===== src/rtl/fetch_queue_pkg.sv =====
// Shared constants for the instruction fetch front end.
// Instruction size and the word shown on an empty queue.
package fetch_queue_pkg;
  localparam int          INSTR_BYTES = 4;
  localparam logic [31:0] FETCH_NOP   = 32'd0;
endpackage


===== src/rtl/fetch_queue_sync_fifo.sv =====
// Synchronous FIFO with flush, count, full and empty.
// Generic enough to back the future load/store queue.
module sync_fifo #(
  parameter int DEPTH = 4,
  parameter int WIDTH = 64
) (
  input  logic                       clk,
  input  logic                       rst_n,
  input  logic                       flush_i,
  input  logic                       push_i,
  input  logic                       pop_i,
  input  logic [WIDTH-1:0]           data_i,
  output logic [WIDTH-1:0]           data_o,
  output logic [$clog2(DEPTH+1)-1:0] count_o,
  output logic                       full_o,
  output logic                       empty_o
);
  localparam int AW = $clog2(DEPTH);
  localparam int CW = $clog2(DEPTH+1);

  logic [WIDTH-1:0] mem_q [DEPTH];
  logic [AW-1:0]    wr_q, rd_q;
  logic [CW-1:0]    cnt_q;
  logic             do_push, do_pop;

  assign full_o  = (cnt_q == CW'(DEPTH));
  assign empty_o = (cnt_q == '0);
  assign count_o = cnt_q;
  assign data_o  = mem_q[rd_q];
  assign do_push = push_i && !full_o && !flush_i;
  assign do_pop  = pop_i && !empty_o && !flush_i;

  // Storage array; contents are don't-care until written.
  always_ff @(posedge clk) begin
    if (do_push) mem_q[wr_q] <= data_i;
  end

  // Pointers and occupancy; flush empties the queue at once.
  always_ff @(posedge clk or negedge rst_n) begin
    if (!rst_n) begin
      wr_q  <= '0;
      rd_q  <= '0;
      cnt_q <= '0;
    end else if (flush_i) begin
      wr_q  <= '0;
      rd_q  <= '0;
      cnt_q <= '0;
    end else begin
      wr_q  <= wr_q + AW'(do_push);
      rd_q  <= rd_q + AW'(do_pop);
      cnt_q <= cnt_q + CW'(do_push) - CW'(do_pop);
    end
  end
endmodule


===== src/rtl/fetch_queue.sv =====
// Decoupled prefetch queue: issues sequential imem fetches,
// drops stale responses after a redirect, feeds decode.
module fetch_queue
  import fetch_queue_pkg::*;
#(
  parameter int              XLEN     = 32,
  parameter int              DEPTH    = 4,
  parameter logic [XLEN-1:0] RESET_PC = '0
) (
  input  logic            clk,
  input  logic            rst_n,
  input  logic            redirect_i,
  input  logic [XLEN-1:0] redirect_pc_i,
  output logic            imem_req_o,
  input  logic            imem_gnt_i,
  output logic [XLEN-1:0] imem_addr_o,
  input  logic            imem_rvalid_i,
  input  logic [XLEN-1:0] imem_rdata_i,
  output logic            instr_valid_o,
  input  logic            instr_ready_i,
  output logic [XLEN-1:0] instr_o,
  output logic [XLEN-1:0] instr_pc_o
);
  localparam int CW = $clog2(DEPTH+1);
  localparam logic [XLEN-1:0] STEP =
    XLEN'(INSTR_BYTES);

  logic [XLEN-1:0]   fetch_pc_q, fetch_pc_d;
  logic [XLEN-1:0]   rsp_pc_q, rsp_pc_d;
  logic [CW-1:0]     inflight_q, inflight_d;
  logic [CW-1:0]     drop_q, drop_d;
  logic [CW-1:0]     fifo_cnt;
  logic              fifo_full, fifo_empty;
  logic [2*XLEN-1:0] fifo_dout;
  logic [CW:0]       used;
  logic              grant, drop, push, pop;
  logic [XLEN-1:0]   tgt_pc;

  assign tgt_pc = {redirect_pc_i[XLEN-1:2], 2'b00};
  assign used   = {1'b0, fifo_cnt} + {1'b0, inflight_q};

  assign imem_req_o  = rst_n && !redirect_i &&
                       (used < (CW+1)'(DEPTH));
  assign imem_addr_o = fetch_pc_q;
  assign grant       = imem_req_o && imem_gnt_i;
  assign drop        = imem_rvalid_i && (drop_q != '0);
  assign push        = imem_rvalid_i && !drop && !redirect_i;
  assign pop         = instr_valid_o && instr_ready_i &&
                       !redirect_i;

  assign instr_valid_o = !fifo_empty;
  assign instr_pc_o    = fifo_empty ? XLEN'(FETCH_NOP)
                                    : fifo_dout[2*XLEN-1:XLEN];
  assign instr_o       = fifo_empty ? XLEN'(FETCH_NOP)
                                    : fifo_dout[XLEN-1:0];

  sync_fifo #(
    .DEPTH (DEPTH),
    .WIDTH (2*XLEN)
  ) u_fifo (
    .clk     (clk),
    .rst_n   (rst_n),
    .flush_i (redirect_i),
    .push_i  (push),
    .pop_i   (pop),
    .data_i  ({rsp_pc_q, imem_rdata_i}),
    .data_o  (fifo_dout),
    .count_o (fifo_cnt),
    .full_o  (fifo_full),
    .empty_o (fifo_empty)
  );

  // Next PCs and credits; a redirect marks every
  // outstanding request (minus one answered now) stale.
  always_comb begin
    fetch_pc_d = fetch_pc_q;
    rsp_pc_d   = rsp_pc_q;
    inflight_d = inflight_q + CW'(grant)
               - CW'(imem_rvalid_i);
    drop_d     = drop_q - CW'(drop);
    if (grant) fetch_pc_d = fetch_pc_q + STEP;
    if (push)  rsp_pc_d   = rsp_pc_q + STEP;
    if (redirect_i) begin
      fetch_pc_d = tgt_pc;
      rsp_pc_d   = tgt_pc;
      drop_d     = inflight_q - CW'(imem_rvalid_i);
    end
  end

  // Fetch state registers.
  always_ff @(posedge clk or negedge rst_n) begin
    if (!rst_n) begin
      fetch_pc_q <= RESET_PC;
      rsp_pc_q   <= RESET_PC;
      inflight_q <= '0;
      drop_q     <= '0;
    end else begin
      fetch_pc_q <= fetch_pc_d;
      rsp_pc_q   <= rsp_pc_d;
      inflight_q <= inflight_d;
      drop_q     <= drop_d;
    end
  end

  // The credit scheme must never let a push hit a full queue.
  always_ff @(posedge clk) begin
    if (rst_n) assert (!(push && fifo_full));
  end
endmodule

===== config.mk =====
export PLATFORM = sky130hd
export DESIGN_NAME = fetch_queue
export DESIGN_NICKNAME = d
export VERILOG_FILES = /design/src/rtl/fetch_queue_pkg.sv /design/src/rtl/fetch_queue_sync_fifo.sv /design/src/rtl/fetch_queue.sv
export SDC_FILE = /design/constraint.sdc
export NUM_CORES = 1
export LEC_CHECK = 0
export BUFFER_PORTS_ARGS = -buffer_cell sky130_fd_sc_hd__clkbuf_2
export CELL_PAD_IN_SITES_DETAIL_PLACEMENT = 1
export CELL_PAD_IN_SITES_GLOBAL_PLACEMENT = 2
export CORE_MARGIN = 4
export CORE_UTILIZATION = 42
export CTS_CLUSTER_DIAMETER = 50
export CTS_CLUSTER_SIZE = 20
export DETAILED_ROUTE_END_ITERATION = 6
export PLACE_DENSITY_LB_ADDON = 0.15
export SLEW_MARGIN = 30
export SYNTH_ARGS = -nofsm -noshare
export SYNTH_HDL_FRONTEND = slang
export SYNTH_SLANG_ARGS = --single-unit

===== constraint.sdc =====
create_clock -name clk -period 7.4 [get_ports clk]
set_clock_uncertainty 0.05 [all_clocks]
set_input_delay 0.37 -clock clk [delete_from_list [all_inputs] [get_ports clk]]
set_output_delay 0.37 -clock clk [all_outputs]
set_load 0.01 [all_outputs]

==> results of run 1 <==
timing repair:
| action | in CTS | in global routing |
|---|---|---|
| endpoints found under the hold margin | 29 | 0 |
| hold buffers | 1 | 0 |
| setup buffers | 0 | 0 |
| setup endpoints to repair | 0 | 0 |
synthesized netlist by cell type, drive strengths merged, types with 18 or more instances:
cell    count
buf        18
nand2      59
edfxtp    248
nor2       23
nand3      25
inv        19
dfrtp      73
nor2b      65
o21ai      36
xnor2      26
nand4      20
clkbuf     25
mux4       62
area by class of cell:
cell class | instances | area [µm²] | share of cell area
sequential | 321 | 9279 | 0.5757
clock buffer | 40 | 937.1 | 0.05815
multi-input combinational | 465 | 4099 | 0.2543
tap | 435 | 544.3 | 0.03377
timing repair buffer | 173 | 904.6 | 0.05613
inverter | 19 | 71.32 | 0.004425
clock inverter | 23 | 281.5 | 0.01747
worst max-delay path by stage:
stage	from	to
after floorplan	drop_q[1]$_DFF_PN0_	u_fifo.mem_q[0][0]$_DFFE_PP_
after global placement	imem_rvalid_i	u_fifo.mem_q[1][46]$_DFFE_PP_
after detailed placement	imem_rvalid_i	u_fifo.mem_q[1][47]$_DFFE_PP_
after CTS	u_fifo.rd_q[0]$_DFF_PN0_	instr_pc_o[2]
after global routing	drop_q[1]$_DFF_PN0_	u_fifo.mem_q[1][49]$_DFFE_PP_
final	drop_q[1]$_DFF_PN0_	u_fifo.mem_q[1][49]$_DFFE_PP_
sequential cells by signal (all words and copies together), names as in the netlist:
name	flops
u_fifo.mem_q	248
imem_addr_o	30
rsp_pc_q	30
drop_q	3
inflight_q	3
u_fifo.count_o	3
u_fifo.rd_q	2
u_fifo.wr_q	2
report_power, final:
group          internal (mW)  switching (mW)  total [mW]
clock                   1.08           0.741        1.82
combinational          0.369           0.471       0.839
sequential              2.05           0.139        2.19
total                   3.50            1.35        4.85
per-layer routing:
metal / routed length, µm / up-vias / GRT usage
met2: 14690 / 187 / 0.2864
li1: - / 3602 / -
met3: 1657 / 38 / 0.03742
met4: 448 / 0 / 0.03783
met5: 0 / - / 0
met1: 14440 / 4012 / 0.2558
cells by family (layout without fill, tap and decap cells):
| logic type | Yosys count | after routing | share of synthesized area |
|---|---|---|---|
| muxes | 69 | 69 | 0.1080 |
| DFF | 321 | 321 | 0.6814 |
| adders and majority gates | 16 | 16 | 0.01581 |
| AOI/OAI and AO/OA | 82 | 82 | 0.03824 |
| other | 1 | 4 | 0.0002755 |
| buffers and inverters | 62 | 255 | 0.01976 |
| and+or+nand+nor | 254 | 254 | 0.1108 |
| xor gates and xnor gates | 40 | 40 | 0.02574 |
through the flow:
| step | util | instances |
|---|---|---|
| 2_1_floorplan | - | 848 |
| 3_3_place_gp | 0.4681 | 1412 |
| 3_5_place_dp | 0.4681 | 1412 |
| 4_1_cts | 0.5067 | 1476 |
| 5_1_grt | 0.5068 | 1476 |
| 6_report | 0.5068 | 1476 |
worst reg2reg max path, delay by kind of cell (launching register included):
kind | cells | cell delay (ns)
simple gates | 3 | 1.18
flops | 1 | 0.43
compound gates | 1 | 0.62
buf+inv | 1 | 0.72
==> flow_metrics.tcl, run 1 <==
set metrics [dict create \
    outcome "finished clean" \
    slowest_stage "buf_4" \
    grt_max_degree 64 \
    critPathBufInv 1 \
    port_buffers 161 \
    layout_common_cells "248 x edfxtp_1, 160 x clkbuf_2, 71 x dfrtp_1" \
    ys_warn_count 0 \
    cts_tree "done" \
    timing.final.ws_setup_ns 3.958 \
    synth_ff_type "edfxtp_1" \
    dr.pass1.iters 4 \
    netlist_area_um2 13610 \
    reg2reg_from "drop_q[1]$_DFF_PN0_" \
    syn_to_final_growth_pct 18.41 \
    nFillCells 3115 \
    layout-drive-gt1-share 0.3084 \
    dieHeight_um 188.0 \
    synth_edf_count 248 \
    viasPerCell 5.311 \
    setup_tns_ns 0 \
    root_buffer "clkbuf_16" \
    setup_viol 0 \
    ys_seq_area_frac 0.6814 \
    wire_per_inst_um 21.16 \
    num_vias 7839 \
    ir_drop_mv 0.1862 \
    yosysTopAreaCellShare 0.5472 \
    start_kind "flop" \
    synthCells 845 \
    h-tree-depth 2 \
    whs_ns 0.02526 \
    track_usage 0.1788 \
    dr.first_iter.drc_count 371 \
    ioPinCount 168 \
    numCtsBuffers 36 \
    final_common_cell "edfxtp_1" \
    finalMaxSlewViolations 0 \
    finalPower_mw 4.851 \
    r2r_end "u_fifo.mem_q[1][49]$_DFFE_PP_" \
    grt_first_pass_wirelength_um 49910 \
    clk_pin_slew_worst_paths_ns 0.07 \
    placedInstanceArea_um2 14880 \
    min_to "u_fifo.mem_q[2][5]$_DFFE_PP_" \
    holdCritStartpoint "imem_rdata_i[5]" \
    drc 0 \
    hold_viol_final 0 \
    grt_overflow 0 \
    maxCapViolCount 0 \
    reg2reg_slack_ns 3.96 \
    path_delay_family "simple AND/OR/NAND/NOR gates" \
    std_cell_rows 65 \
    fp.dieArea_um2 35350 \
    clk_latency_ns 0.51 \
    powerDensity_nw_per_um2 301.0 \
    worstPathRequired_ns 7.47 \
    core-area_um2 31800 \
    arrival_ns 3.51 \
    timing.reg2reg.worst_path_depth 5 \
    synth.avg_cell_area_um2 16.11 \
    pre_cts_ws_ns 3.915 \
    final_cell_area_um2 16120 \
    cp_max_fo 52 \
    critical_path_class "reg -> reg" \
    synthArstFlopShare 0.2274 \
    n_antenna_cell 0 \
    leakage_nw 5.761 \
    drt-total-wl_um 31240 \
    grt_pass1_vias 8523 \
    max_stage_delay_ns 0.72 \
    path_cells "or4b_1 > a211oi_1 > nand2_1 > nor2_4 > buf_4" \
    die_w_um 188.0 \
    relSlewSlack 0.4031 \
    place_congestion 0.7479 \
    cts-resized-gates 0 \
    rsz0062_at_grt "false" \
    yosys.area.top_type "edfxtp_1" \
    dp_hpwl_um 19870 \
    synth_cell_types 57 \
    antenna_found_initial 0 \
    antenna_left 0 \
    crit_cells 5 \
    ys_top_cells_by_area "edfxtp_1 55%, dfrtp_1 13%, mux4_2 10%" \
    cts_max_path_buffers 3 \
    fin_crit_sh 0.4652 \
    fin_nets 1102 \
    max_freq_ghz 0.2905 \
    initial_utilization 0.4280 \
    min_path_type "in -> reg" \
    cp-end-kind "flop" \
    worst_pin_slew_ns 0.8954 \
    period_minus_slack_ns 3.442 \
    synth-seq-cells 321 \
    min_path_cells 1 \
    clock_sinks 321 \
]
(Power assumes the default switching activity.)
==> inputs of run 2 (changes only) <==
CORE_UTILIZATION = 38   (was 42)
clock period = 3.1 ns   (was 7.4 ns; I/O delays follow)
==> flow_metrics.tcl, run 2 (synthesis results as in run 1) <==
set metrics [dict create \
    antenna_left 0 \
    critPathBufInv 2 \
    clk_latency_ns 0.52 \
    grt_first_pass_wirelength_um 53660 \
    antenna_found_initial 0 \
    max_stage_delay_ns 0.45 \
    min_path_cells 3 \
    min_path_type "in -> reg" \
    layout_common_cells "248 x edfxtp_1, 160 x clkbuf_2, 71 x dfrtp_1" \
    largest_reg_flops 248 \
    nFillCells 3500 \
    p_int_mw 8.857 \
    timing.reg2reg.worst_path_depth 10 \
    initial_utilization 0.3836 \
    post-cts-setup-buffer-count 0 \
    drt-total-wl_um 33610 \
    powerDensity_nw_per_um2 714.1 \
    fin_crit_sh 0.9097 \
    n_antenna_cell 0 \
    place_congestion 0.7615 \
    h-tree-depth 2 \
    slowest_stage "dfrtp_1" \
    std_cell_rows 69 \
    register_area_um2 9279 \
    cts_tree "done" \
    finalMaxSlewViolations 0 \
    period_minus_slack_ns 2.820 \
    grt_pass1_vias 9181 \
    rsz0062_at_grt "false" \
    critical_path_class "reg -> reg" \
    numCtsBuffers 39 \
    ir_drop_mv 0.3985 \
    clk_pin_slew_worst_paths_ns 0.06 \
    top_register "u_fifo.mem_q" \
    seqPwrFrac 0.424 \
    fp.dieArea_um2 38910 \
    ioPinCount 168 \
    dp_hpwl_um 21730 \
    finalPower_mw 12.32 \
    hold_viol_final 0 \
    syn_to_final_growth_pct 26.75 \
    dr.pass1.iters 4 \
    crit_cells 10 \
    grt.busiest_layer "met2" \
    setup_viol 0 \
    leakage_nw 6.229 \
    final_common_cell "edfxtp_1" \
    multi_input_area_um2 4121 \
    drc 0 \
    switching_power_mw 3.462 \
    globalRouteMet1Util 0.2480 \
    grt_overflow 0 \
    cts_max_path_buffers 3 \
    grt_use_met2 0.2890 \
    worstPathRequired_ns 3.44 \
    core-area_um2 35480 \
    viasPerCell 5.179 \
    comb_power_share 0.176 \
    layout-drive-gt1-share 0.3088 \
    placedInstanceArea_um2 15190 \
    final_cell_area_um2 17250 \
    dr.first_iter.drc_count 417 \
    dieHeight_um 197.3 \
    start_kind "flop" \
    grt_max_degree 63 \
    relSlewSlack 0.4897 \
    crit_top_cell "ha_1" \
    die_w_um 197.3 \
    port_buffers 161 \
    met3_usage 0.02695 \
    max_freq_ghz 0.3546 \
    path_delay_family "adder cells" \
    root_buffer "clkbuf_16" \
    worst_pin_slew_ns 0.7655 \
    maxCapViolCount 0 \
    track_usage 0.1751 \
    cp-end-kind "flop" \
    switching_share 0.2810 \
    outcome "finished clean" \
    whs_ns 0.02422 \
    arrival_ns 3.16 \
    power.share.clock 0.400 \
    num_vias 8225 \
    fin_nets 1182 \
    path_cells "ha_1 > nor4_1 > and4_1 > inv_2 > ha_1 > inv_1 > ha_1 > fa_1 > xor2_1 > xnor2_1" \
    wire_per_inst_um 21.17 \
    cp_max_fo 4 \
    setup_tns_ns 0 \
    clock_sinks 321 \
]
run 2: cell count changes in the layout (fill, tap and decap cells not counted), moves of 2 or more:
| cell | previous run | this run |
|---|---|---|
| clkbuf_16 | 37 | 39 |
| buf_4 | 11 | 14 |
| clkinv_8 | 1 | 3 |
| dlygate4sd3_1 | 1 | 64 |
| inv_8 | 4 | 1 |
| bufinv_16 | 4 | 7 |
| buf_12 | 0 | 12 |
| inv_6 | 5 | 12 |
run 2: power groups by stage:
stage	Combinational, mW	Sequential [mW]	Clock, mW
2_1_floorplan	1.32	5.21	0
3_5_place_dp	2.17	5.32	0
3_3_place_gp	2.14	5.30	0
6_report	2.17	5.22	4.93
5_1_grt	2.43	5.28	5.24
4_1_cts	2.25	5.23	5.07
run 2: cell type report:
class	count	share of cell area
multi-input combinational	465	0.2389
sequential	321	0.5379
timing repair buffer	250	0.1036
inverter	19	0.004134
clock inverter	31	0.02509
clock buffer	41	0.05701
tap	461	0.03343
run 2: tightest hold or removal path, stage by stage:
cell	delay (ns)
clkbuf_2	0.08
nand2b_1	0.14
a21boi_1	0.16
run 2: timing repair:
item | in CTS | in global routing
hold endpoints to repair | 263 | 0
hold buffers | 64 | 0
gates resized for setup | 0 | 0
run 2: routing by layer:
layer | up-vias | share of wire
li1 | 3762 | -
met1 | 4221 | 0.44
met2 | 199 | 0.49
met3 | 43 | 0.051
met4 | 0 | 0.017
met5 | - | 0
run 2: metrics by stage:
stage	instances	setup WS [ns]	util
6_report	1588	0.2801	0.4862
5_1_grt	1588	0.1327	0.4862
4_1_cts	1588	0.2894	0.4862
3_5_place_dp	1452	0.3105	0.4282
3_3_place_gp	1452	0.3996	0.4282
2_1_floorplan	848	-0.2641	-
run 2: path summary, 6_finish.rpt:
kind | start | slack, ns | to
worst max-delay path | u_fifo.count_o[2]$_DFF_PN0_ | 0.28 | inflight_q[2]$_DFF_PN0_
worst min-delay path | redirect_pc_i[11] | 0.02 | rsp_pc_q[11]$_DFFE_PN0N_
worst max register to register | u_fifo.count_o[2]$_DFF_PN0_ | 0.28 | inflight_q[2]$_DFF_PN0_
worst min register to register | inflight_q[2]$_DFF_PN0_ | 0.48 | inflight_q[2]$_DFF_PN0_
max in group asynchronous | rst_n | 2.20 | u_fifo.rd_q[0]$_DFF_PN0_
min in group asynchronous | rst_n | 0.21 | imem_addr_o[16]$_DFFE_PN0P_
==> inputs of run 3 (changes only) <==
CORE_UTILIZATION = 25   (was 38)
PLACE_DENSITY_LB_ADDON = 0.25   (was 0.15)
==> flow_metrics.tcl, run 3 (synthesis results as in run 1) <==
set metrics [dict create \
    outcome "finished clean" \
    port_buffers 161 \
    whs_ns 0.09521 \
    pre_cts_ws_ns 0.3702 \
    min_path_type "in -> reg" \
    drc 0 \
    arrival_ns 3.13 \
    slowest_stage "dfrtp_1" \
    track_usage 0.1248 \
    critPathBufInv 2 \
    drt-total-wl_um 35930 \
    max_freq_ghz 0.3636 \
    worst_pin_slew_ns 0.8165 \
    grt_use_met2 0.2099 \
    initial_utilization 0.2529 \
    fp.dieArea_um2 58240 \
    h-tree-depth 2 \
    hold_buffers 65 \
    std_cell_rows 85 \
    post-cts-setup-buffer-count 0 \
    critical_path_class "reg -> reg" \
    timing.final.ws_setup_ns 0.3496 \
    numCtsBuffers 40 \
    layout_common_cells "248 x edfxtp_1, 160 x clkbuf_2, 71 x dfrtp_1" \
    final_common_cell "edfxtp_1" \
    fin_nets 1189 \
    r2r_end "inflight_q[2]$_DFF_PN0_" \
    clk_latency_ns 0.56 \
    num_vias 8154 \
    syn_to_final_growth_pct 29.37 \
    largest_reg_flops 248 \
    root_buffer "clkbuf_16" \
    globalRouteMet1Util 0.1658 \
    fin_crit_sh 0.8872 \
    antenna_left 0 \
    holdCritStartpoint "instr_ready_i" \
    antenna_found_initial 0 \
    grt_overflow 0 \
    relSlewSlack 0.4557 \
    cts_max_path_buffers 3 \
    place_congestion 0.7122 \
    ir_drop_mv 0.3413 \
    cp_max_fo 4 \
    min_path_cells 4 \
    setup_viol 0 \
    timing.reg2reg.worst_path_depth 10 \
    grt_pass1_vias 9080 \
    powerDensity_nw_per_um2 697.2 \
    crit_cells 10 \
    cp-end-kind "flop" \
    path_cells "ha_1 > nor4_1 > and4_1 > inv_2 > ha_1 > inv_1 > ha_1 > fa_1 > xor2_1 > xnor2_1" \
    cts_tree "done" \
    multi_input_area_um2 4121 \
    viasPerCell 4.453 \
    grt.busiest_layer "met2" \
    maxCapViolCount 0 \
    finalMaxSlewViolations 0 \
    grt_max_degree 63 \
    dieHeight_um 241.3 \
    n_antenna_cell 0 \
    setup_tns_ns 0 \
    finalPower_mw 12.28 \
    die_w_um 241.3 \
    start_kind "flop" \
    leakage_nw 6.255 \
    wire_per_inst_um 19.62 \
    crit_top_cell "ha_1" \
    final_core_util 0.3272 \
    hold_viol_final 0 \
    path_delay_family "adder cells" \
    nFillCells 5594 \
    reg2reg_slack_ns 0.35 \
    reg2reg_from "u_fifo.count_o[2]$_DFF_PN0_" \
    rsz0062_at_grt "false" \
    met3_usage 0.02368 \
    grt_first_pass_wirelength_um 55480 \
    max_stage_delay_ns 0.45 \
    layout-drive-gt1-share 0.3137 \
    worstPathRequired_ns 3.48 \
    period_minus_slack_ns 2.750 \
    ioPinCount 168 \
    dp_hpwl_um 23830 \
    cts-resized-gates 0 \
    register_area_um2 9279 \
    min_to "u_fifo.rd_q[0]$_DFF_PN0_" \
    core-area_um2 53810 \
    clock_sinks 321 \
    top_register "u_fifo.mem_q" \
    dr.first_iter.drc_count 450 \
    clk_pin_slew_worst_paths_ns 0.06 \
    dr.pass1.iters 4 \
]
run 3: cell types whose count changed in the layout (fill, tap and decap cells not counted):
cell,before,now
clkbuf_1,2,1
clkinvlp_4,1,3
buf_4,14,17
clkinv_8,3,5
inv_12,1,0
clkbuf_16,39,41
buf_12,12,14
dlygate4sd3_1,64,65
inv_6,12,5
inv_8,1,5
clkbuf_8,0,1
clkinv_4,1,5
bufinv_16,7,3
run 3: layer usage:
| metal | wire, µm | vias up |
|---|---|---|
| met5 | 0 | - |
| met2 | 17380 | 169 |
| li1 | - | 3785 |
| met4 | 746 | 0 |
| met3 | 1620 | 50 |
| met1 | 16180 | 4150 |
run 3: stage by stage:
| stage | std cells | instance area, µm² |
|---|---|---|
| global route | 1831 | 17610 |
| finish | 1831 | 17610 |
| global placement | 1692 | 15550 |
| floorplan | 848 | 13660 |
| detailed placement | 1692 | 15550 |
| CTS | 1831 | 17610 |
run 3: power by group:
group          switching (mW)  leakage, nW  internal (mW)
registers               0.312         3.12           4.90
logic                    1.25         2.45          0.973
clock network            2.04        0.684           2.80
total                    3.60         6.26           8.67
run 3: how the worst max path moves through the flow:
stage | from | to | slack [ns]
final | u_fifo.count_o[2]$_DFF_PN0_ | inflight_q[2]$_DFF_PN0_ | 0.35
after global routing | u_fifo.count_o[2]$_DFF_PN0_ | inflight_q[2]$_DFF_PN0_ | 0.19
after CTS | u_fifo.count_o[1]$_DFF_PN0_ | instr_pc_o[17] | 0.34
after detailed placement | u_fifo.count_o[2]$_DFF_PN0_ | inflight_q[2]$_DFF_PN0_ | 0.37
after global placement | u_fifo.count_o[2]$_DFF_PN0_ | inflight_q[2]$_DFF_PN0_ | 0.43
after floorplan | drop_q[0]$_DFF_PN0_ | u_fifo.mem_q[0][0]$_DFFE_PP_ | -0.26
run 3: layout make-up:
type                    count  area share
clock buffers              43     0.05926
clock inverters            31     0.02061
flip-flops and latches    321      0.5270
well taps                 696     0.04946
multi-input cells         465      0.2341
inverters                  19    0.004050
repair buffers            256      0.1056
run 3: worst reg2reg max path: stages (launching register included):
cell,delay (ns)
dfrtp_1,0.45
ha_1,0.30
nor4_1,0.32
and4_1,0.30
inv_2,0.05
ha_1,0.26
inv_1,0.04
ha_1,0.18
fa_1,0.39
xor2_1,0.17
xnor2_1,0.12
